**src/rtl/gb_timer.sv**
```systemverilog
// Game Boy style DIV/TIMA/TMA/TAC timer with a delayed TMA reload and an overflow interrupt.
// Latency: register writes take effect on the write edge; a timer-input falling edge bumps TIMA one clk later.
// Backpressure: none; register accesses are accepted every clk, counting advances only on ce.
//
// Ports:
//   clk, rst_n      clock and asynchronous active-low reset
//   ce              one-clk pulse per CPU T-cycle
//   addr/wr_en/wdata register select (0=DIV 1=TIMA 2=TMA 3=TAC), write strobe, write data
//   rdata           combinational read data for addr
//   timer_irq       one-clk overflow interrupt pulse
module gb_timer #(
    parameter int RELOAD_DELAY = 4
) (
    input  logic       clk,
    input  logic       rst_n,
    input  logic       ce,
    input  logic [1:0] addr,
    input  logic       wr_en,
    input  logic [7:0] wdata,
    output logic [7:0] rdata,
    output logic       timer_irq
);

    localparam int CW = (RELOAD_DELAY < 2) ? 1 : $clog2(RELOAD_DELAY);
    localparam logic [CW-1:0] LAST_TICK = CW'(RELOAD_DELAY - 1);

    typedef enum logic {
        IDLE,
        RELOAD_WAIT
    } state_t;

    state_t          state_q, state_d;
    logic [15:0]     sys_cnt_q, sys_cnt_d;
    logic [7:0]      tima_q, tima_d;
    logic [7:0]      tma_q, tma_d;
    logic [2:0]      tac_q, tac_d;
    logic            t_in_q;
    logic [CW-1:0]   cnt_q, cnt_d;
    logic            irq_q, irq_d;

    logic wr_div, wr_tima, wr_tma, wr_tac;
    logic tap, t_in, t_fall, load_edge;

    assign wr_div  = wr_en && (addr == 2'd0);
    assign wr_tima = wr_en && (addr == 2'd1);
    assign wr_tma  = wr_en && (addr == 2'd2);
    assign wr_tac  = wr_en && (addr == 2'd3);

    // DIV write beats a same-edge increment.
    assign sys_cnt_d = wr_div ? 16'h0000 : (ce ? sys_cnt_q + 16'd1 : sys_cnt_q);
    assign tma_d     = wr_tma ? wdata : tma_q;
    assign tac_d     = wr_tac ? wdata[2:0] : tac_q;

    always_comb begin
        tap = 1'b0;
        case (tac_q[1:0])
            2'b00:   tap = sys_cnt_q[9];
            2'b01:   tap = sys_cnt_q[3];
            2'b10:   tap = sys_cnt_q[5];
            default: tap = sys_cnt_q[7];
        endcase
    end

    // Any falling edge counts, whether from the counter, a DIV clear or a TAC change.
    assign t_in   = tac_q[2] & tap;
    assign t_fall = t_in_q & ~t_in;

    assign load_edge = (state_q == RELOAD_WAIT) && ce && (cnt_q == LAST_TICK);

    always_comb begin
        state_d = state_q;
        cnt_d   = cnt_q;
        tima_d  = tima_q;
        irq_d   = 1'b0;

        if (state_q == RELOAD_WAIT && ce) begin
            cnt_d = cnt_q + 1'b1;
        end

        if (t_fall) begin
            tima_d = tima_q + 8'd1;
            if (tima_q == 8'hFF) begin
                state_d = RELOAD_WAIT;
                cnt_d   = '0;
            end
        end

        // The reload edge owns TIMA: a TIMA write there is dropped, while a
        // same-edge TMA write is forwarded so the new value is loaded.
        if (load_edge) begin
            tima_d  = tma_d;
            irq_d   = 1'b1;
            state_d = IDLE;
            cnt_d   = '0;
        end else if (wr_tima) begin
            tima_d  = wdata;
            state_d = IDLE;
            cnt_d   = '0;
        end
    end

    always_ff @(posedge clk or negedge rst_n) begin
        if (!rst_n) begin
            state_q   <= IDLE;
            sys_cnt_q <= 16'h0000;
            tima_q    <= 8'h00;
            tma_q     <= 8'h00;
            tac_q     <= 3'b000;
            t_in_q    <= 1'b0;
            cnt_q     <= '0;
            irq_q     <= 1'b0;
        end else begin
            state_q   <= state_d;
            sys_cnt_q <= sys_cnt_d;
            tima_q    <= tima_d;
            tma_q     <= tma_d;
            tac_q     <= tac_d;
            t_in_q    <= t_in;
            cnt_q     <= cnt_d;
            irq_q     <= irq_d;
        end
    end

    always_comb begin
        rdata = 8'h00;
        case (addr)
            2'd0:    rdata = sys_cnt_q[15:8];
            2'd1:    rdata = tima_q;
            2'd2:    rdata = tma_q;
            default: rdata = {5'b11111, tac_q};
        endcase
    end

    assign timer_irq = irq_q;

endmodule

```
**config.mk**
```make
export PLATFORM = sky130hd
export DESIGN_NAME = gb_timer
export DESIGN_NICKNAME = d
export VERILOG_FILES = /design/src/rtl/gb_timer.sv
export SDC_FILE = /design/constraint.sdc
export NUM_CORES = 1
export LEC_CHECK = 0
export ABC_AREA = 1
export CAP_MARGIN = 20
export CORE_ASPECT_RATIO = 0.8
export CORE_MARGIN = 4
export CORE_UTILIZATION = 48
export DETAILED_ROUTE_END_ITERATION = 10
export MAX_ROUTING_LAYER = met4
export PLACE_DENSITY = 0.71
export SYNTH_ARGS = -nofsm -noshare
export SYNTH_HDL_FRONTEND = slang
export SYNTH_SLANG_ARGS = --single-unit
```
**constraint.sdc**
```tcl
create_clock -name clk -period 1.39 [get_ports clk]
set_clock_uncertainty 0.05 [all_clocks]
set_input_delay 0.3475 -clock clk [delete_from_list [all_inputs] [get_ports clk]]
set_output_delay 0.3475 -clock clk [all_outputs]
set_load 0.005 [all_outputs]
```
Yosys cells after proc, flatten, opt, wreduce, memory -nomap -nowiden --
Cells that the tools add are included. Widths: inputs -> output; s select.
Word-level totals: bits in read-only memories 0, register bits after elaboration 40, latch bits 0, input port bits 14, RAM bits 0, output and inout port bits 9, memories kept 0
Cells by class: bitwise operators 3, add/sub/neg operators 3, muxes and demuxes 18, $mul 0, equality and inequality tests 7, shifts and indexed selects 0, divide/modulo/power cells 0, order comparisons 0, reductions and logical operators 12
Operators by type and width (number):
- $mux 16 | 2
- $mux 8 | 4
- $pmux 8 s3 | 1
- $add 16x1->16 const B | 1
- $mux 2 | 5
- $add 8x1->8 const B | 1
- $eq 2x2->1 const B | 4
- $eq 8x8->1 const B | 1
- $logic_and 1x1->1 | 6
- $reduce_bool 3->1 | 2
- $mux 1 | 5
- $eq 2x1->1 const B | 2
- $logic_not 2->1 | 2
- $pmux 1 s3 | 1
- $add 2x1->2 const B | 1
- $and 1x1->1 | 2
- $reduce_and 2->1 | 1
- $reduce_bool 2->1 | 1
- $not 1->1 | 1

Depth between registers and ports, before layout --
Gate-level depths: netlist (run 1).
depth in word-level cells 8, gate-level depth with buffers 10, mapped depth without buffers 10

Least setup slack after synthesis (run 1) --
Ideal clock, no wire load.
kind input port to output port, start input port addr[0], end output port rdata[1], stages on the path 4, slack 12 ps, arrival time 981 ps, cell sequence buf_2 -> nor2_2 -> inv_1 -> o2111ai_1
On the way: word-level cells in the longest chain between the ends 2, elaborated cells on any way between the ends 4
Ends and longest elaborated chain:
- start, declared | line 17 | input logic [1:0] addr,
- $eq 2x2->1, or another cell as far along | line 126 | case (addr)
- $pmux 8 s3 (*) | line 126
- end, declared | line 20 | output logic [7:0] rdata,
Every way passes the cells marked *; elsewhere a longest branch is shown, timed or not.

Worst setup path in the final report (run 1) --
start register tma_q[0], end output port rdata[0]
On the way: word-level cells in the longest chain between the ends 1
Ends and longest elaborated chain:
- start, declared | line 35 | logic [7:0] tma_q, tma_d;
- start signal, assigned | line 116 | tma_q <= tma_d;
- $pmux 8 s3 | line 126
No other way between the ends.

==> qor.yml, run 1 <==
setup.worst_path.end_class: "output port"
synth-compound-area-share_pct: 14.34
rr_worst_depth: 9
cp_data_arrival_time_ps: 1200
synth-seq-cells: 40
grt_start_max_net_pins: 41
setup_viol: 20
wire_per_inst_um: 15.87
final_nets: 470
synth_fa_ha_area_share_pct: 1.509
r2r_slack_ps: -140
yosys.area_share.xor_xnor_pct: 0.7042
hold_violations: 0
relSlewSlack_pct: 79.16
numCtsBuffers: 5
grt_pass1_wl_um: 12520
dieArea_um2: 6405
cts_tree: "done"
critPathRequiredTime_ps: 990
drt_wl_total_um: 8189
antenna_found_initial: 0
grt_usage_pct: 26.39
muxShareOfSynthArea_pct: 0.4024
worst_pin_slew_ps: 310.3
cts-root-buf: "clkbuf_8"
synth_edf_count: 0
synth_top_flop_cell: "dfrtp_1"
num_antenna_cells: 0
fin_crit_sh_pct: 114.9
fmax_mhz: 625.9
syn-num-nets: 363
p_leak_nw: 1.991
dieHeight_um: 72.39
synth_top_family_by_area: "simple AND/OR/NAND/NOR gates"
rows: 23
netlist_instances: 346
firstDrtPassIters: 5
clkSinkCount: 40
drt_iter0_drc: 220
synthTopCellsByArea: "dfrtp_1 40%, nand2_1 17%, inv_1 6.6%"
worstPathMaxFanout: 2
grt.overflow.total: 0
ys_top_cells_by_count: "112 x nand2_1, 44 x inv_1, 40 x dfrtp_1"
ir_worst_vdd_mv: 0.7802
rsz0062_at_grt: "yes"
io_buffer_count: 22
dp_hpwl_um: 5166
post-synth-top-count-cell: "nand2_1"
synthArstFlopShare_pct: 100.0
routabilityCongestion: 0.8550
outcome: "complete, but fails checks"
die_width_um: 88.49
grt_pass1_vias: 2651
ys_seq_area_share_pct: 40.24
fin_ws_ps: -207.7
power_density_nw_per_um2: 1293
path_class: "reg -> out"
crit_path_start_kind: "flip-flop"
synth.largest_area_cell: "dfrtp_1"
synth_top_area_share_pct: 40.24
drcViolationCount: 0
start_util_pct: 49.68
vias: 2891
r2r_end: "cnt_q[0]"
ys_warn_count: 0
clockBufferDepth: 2
yosysUniqueCellTypes: 33
maxCapViolCount: 0
areaGrowthSynthToFinish_pct: 58.30
via_per_inst: 5.603
avgSynthCellArea_um2: 7.189
drv_slew: 0
drive_above_1_share_pct: 42.95
drtAntennaViolNets: 0
violations: "setup timing"
synth_simple_gate_area_share_pct: 34.05
path_clk_slew_ps: 90
fillCellCount: 317
io_pins: 23
final_util_pct: 78.64
r2r_start: "tima_q[0]"
period_needed_ps: 1598
synth_area_um2: 2487
insertion_delay_ps: 310
htree_levels: 2
coreArea_um2: 5007
hold_class: "in -> async"
total_power_mw: 5.093
-- area by class of cell --
type / count / area [um^2] / share of cell area (%)
clock buffer: 5 / 68.82 / 1.748
clock inverter: 3 / 90.09 / 2.288
inverter: 49 / 191.4 / 4.862
multi-input combinational: 252 / 1630 / 41.40
sequential: 40 / 1003 / 25.48
tap: 62 / 77.57 / 1.970
timing repair buffer: 105 / 875.8 / 22.24
-- state kept, by name (all words and copies together) (netlist names) --
name,count
tma_q,8
sys_cnt_q,16
state_q,1
tac_q,3
t_in_q,1
timer_irq,1
tima_q,8
cnt_q,2
-- report_power, final --
part           internal, mW  switching, mW
clock network         0.898          0.456
logic                  1.01           1.12
registers              1.40          0.207
-- how the worst max path moves through the flow --
stage,from,endpoint,slack (ps),cells past startpoint
6_report,tma_q[0],rdata[0],-210,5
5_1_grt,tima_q[0],cnt_q[1],-280,9
4_1_cts,tima_q[0],rdata[0],-170,5
3_5_place_dp,addr[1],rdata[1],-1050,7
3_3_place_gp,addr[1],rdata[2],-1020,7
2_1_floorplan,addr[0],rdata[1],10,4
-- repair_timing --
action / CTS / global route
gates resized for setup: 115 / 63
gates cloned: 0 / 0
hold endpoints to repair: 40 / 0
endpoints found under the setup margin: 44 / 32
setup buffers: 6 / 10
pin swaps: 19 / 30
hold buffers: 1 / 0
-- layout by cell type, fill, tap and decap left out, drive strengths merged --
cell type,synthesis,layout
a21boi,2,2
a21oi,10,10
a31oi,1,1
buf,5,93
bufinv,0,3
clkbuf,0,6
clkdlybuf4s50,0,8
dfrtp,40,40
dlygate4sd2,0,2
dlygate4sd3,0,1
ha,3,3
inv,49,49
mux2i,1,1
nand2,119,119
nand3,32,32
nand4,5,5
nor2,25,25
nor3,8,8
nor4,1,1
o2111ai,2,2
o211ai,5,5
o21a,2,2
o21ai,31,31
o221ai,3,3
xnor2,1,1
xor2,1,1
-- cell families after synthesis --
kind of cell / after synthesis
flops: 40
buf+inv: 54
simple gates: 190
mux: 1
xor+xnor: 2
fa+ha+maj: 3
compound gates: 56
-- through the flow --
| step | area [um^2] | std cells | hold slack (ps) | worst slack, ps | setup TNS, ps |
|---|---|---|---|---|---|
| 6_report | 3938 | 516 | 476.8 | -207.7 | -2215 |
| 2_1_floorplan | 2487 | 346 | 1.909 | 11.99 | 0 |
| 5_1_grt | 3938 | 516 | 495.4 | -279.1 | -3966 |
| 3_5_place_dp | 3297 | 495 | 291.5 | -1055 | -27680 |
| 4_1_cts | 3696 | 510 | 459.9 | -168.3 | -1643 |
| 3_3_place_gp | 3297 | 495 | 286.8 | -1020 | -26860 |
-- per-layer routing --
layer  share of wire [%]  vias up  wire, um  global-route usage, %
met1                  43     1349      3486                  35.23
met3                 7.6       26       619                  4.540
met4                 2.8        0       228                  11.74
met5                   0        -         0                      -
li1                    -     1345         -                      -
met2                  47      171      3855                  39.42
-- critical path, stage by stage (launching register included) --
cell and delay, ps:
dfrtp_1 400, nand2_1 80, o21ai_2 60, a21oi_2 120, o21ai_1 100, buf_2 140
Note: power is estimated with default switching activity, not from simulation.
==> run 2: changes to the inputs <==
--- a/config.mk
+++ b/config.mk
@@ -11,8 +11,10 @@
 export CORE_MARGIN = 4
 export CORE_UTILIZATION = 48
 export DETAILED_ROUTE_END_ITERATION = 10
+export GPL_TIMING_DRIVEN = 0
 export MAX_ROUTING_LAYER = met4
 export PLACE_DENSITY = 0.71
+export RECOVER_POWER = 25
 export SYNTH_ARGS = -nofsm -noshare
 export SYNTH_HDL_FRONTEND = slang
 export SYNTH_SLANG_ARGS = --single-unit
==> qor.yml, run 2 (same netlist as run 1, synthesis figures left out) <==
outcome: "complete, but fails checks"
violations: "setup timing"
dp_hpwl_um: 4508  # -13%
drtAntennaViolNets: 0  # unchanged
grt_pass1_vias: 2493  # -6.0%
power_density_nw_per_um2: 1237  # -4.4%
path_class: "reg -> out"
maxCapViolCount: 0  # unchanged
cts_tree: "done"
cp_slowest_cell: "dfrtp_1"
hold_violations: 0  # unchanged
regMostFlops: "sys_cnt_q"
path_clk_slew_ps: 80  # about the same
final_cell_mix: "97 x nand2_1, 36 x inv_1, 34 x buf_4"
grt_start_max_net_pins: 29  # -29%
num_antenna_cells: 0  # unchanged
htree_levels: 2  # unchanged
setup_viol: 14  # -30%
worstPathMaxFanout: 2  # unchanged
met1_length_um: 3327  # -4.6%
grt_usage_pct: 23.73  # -2.7 points
firstDrtPassIters: 6  # +1
critPathRequiredTime_ps: 990  # about the same
drive_above_1_share_pct: 35.32  # -7.6 points
cp_data_arrival_time_ps: 1160  # -40 ps
cp_slowest_stage_delay_ps: 410  # about the same
relSlewSlack_pct: 48.54  # -31 points
insertion_delay_ps: 300  # about the same
start_util_pct: 49.68  # unchanged
io_pins: 23  # unchanged
dieArea_um2: 6405  # unchanged
cp_cell_sequence: "nand2_1, o21ai_2, a21oi_1, o21ai_1, buf_2"
numCtsBuffers: 5  # unchanged
dieHeight_um: 72.39  # unchanged
drt_iter0_drc: 256  # +16%
final_common_cell: "nand2_1"
ir_worst_vdd_mv: 0.8138  # +4.3%
total_power_mw: 4.388  # -14%
largest_registers: "sys_cnt_q: 16 flops, tima_q: 8 flops, tma_q: 8 flops"
vias: 2712  # -6.2%
dp.cells: 430  # -13%
tns_ps: -1522  # +693.1 ps
routabilityCongestion: 0.9490  # +11%
grt.overflow.total: 0  # unchanged
period_needed_ps: 1559  # -39.08 ps
fin_crit_sh_pct: 112.1  # -2.8 points
grt_pass1_wl_um: 11630  # -7.1%
fmax_mhz: 641.6  # +2.5%
rsz0062_at_grt: "yes"
rows: 23  # unchanged
worst_pin_slew_ps: 771.9  # +461.6 ps
instances_no_fill: 481  # -6.8%
final_nets: 435  # -7.4%
drv_slew: 0  # unchanged
via_per_inst: 5.638  # +0.63%
wl_met2_um: 3541  # -8.1%
areaGrowthSynthToFinish_pct: 42.66
setup.worst_path.end_class: "output port"
clkSinkCount: 40  # unchanged
drcViolationCount: 0  # unchanged
drt_wl_total_um: 7544  # -7.9%
largest_register_ff_count: 16  # unchanged
post-place-ws_ps: -1136  # -81.41 ps
hold_class: "reg -> reg"
crit_path_start_kind: "flip-flop"
wire_per_inst_um: 15.68  # -1.2%
dr_wl_met3_um: 520  # -16%
die_width_um: 88.49  # unchanged
fin_ws_ps: -168.6  # +39.08 ps
io_buffer_count: 21  # -4.5%
p_leak_nw: 1.754  # -12%
cts-root-buf: "clkbuf_8"
clockBufferDepth: 2  # unchanged
antenna_found_initial: 0  # unchanged
routed.top_layer: "met4"
coreArea_um2: 5007  # unchanged
==> run 2: changes by cell type in the layout (fill, tap and decap cells not counted), sizes merged <==
cell | before | now
bufinv | 3 | 0
nand2 | 119 | 120
clkbuf | 6 | 9
buf | 93 | 56
dlygate4sd2 | 2 | 3
==> run 2: metal layers <==
layer	up-vias	track usage [%]
met5	-	-
met4	0	7.047
met3	25	3.859
met2	118	35.52
met1	1292	33.29
li1	1277	-
==> run 2: final cells by class <==
type / count / area (um^2)
well taps: 62 / 77.57
repair buffers: 64 / 543.0
clock buffers: 8 / 90.09
plain buffers: 5 / 58.81
multi-input cells: 253 / 1570
fillers: 367 / 1459
flip-flops and latches: 40 / 1010
inverters: 49 / 198.9
==> run 2: metrics by stage <==
step	hold slack (ps)	util [%]	instance area [um^2]
floorplan	1.909	-	2487
global placement	427.9	55.42	2775
detailed placement	212.6	55.72	2790
CTS	428.8	65.27	3268
global route	506.8	70.86	3548
finish	466.7	70.86	3548
==> run 2: path summary, 6_finish.rpt <==
kind                                 from  depth (start not counted)  slack [ps]            to
worst min register to register   tma_q[1]                          2         470      tma_q[1]
worst max register to register  tima_q[0]                          9        -140      cnt_q[1]
worst min-delay path             tma_q[1]                          2         470      tma_q[1]
max in group asynchronous           rst_n                          3          70  sys_cnt_q[2]
min in group asynchronous           rst_n                          2         580  sys_cnt_q[7]
worst max-delay path             tma_q[0]                          5        -170      rdata[0]
==> run 2: timing repair <==
action / CTS / global route
gates resized for setup: 106 / 50
hold endpoints to repair: 12 / 0
setup endpoints to repair: 44 / 29
hold buffers: 1 / 0
gates cloned: 0 / 1
buffers inserted: 27 / 15
pin swaps: 19 / 31
==> run 2: where the power goes <==
group,total [mW],switching (mW),internal [mW]
clock network,0.828,0.422,0.406
registers,1.66,0.250,1.41
logic,1.90,1.05,0.852
==> run 2: worst max-delay path, delay by kind of cell, from the launching register on <==
kind                   cells  cell delay (ps)
flip-flops                 1              410
AO/OA/AOI/OAI              3              240
buffers and inverters      1              130
AND/OR/NAND/NOR            1               80
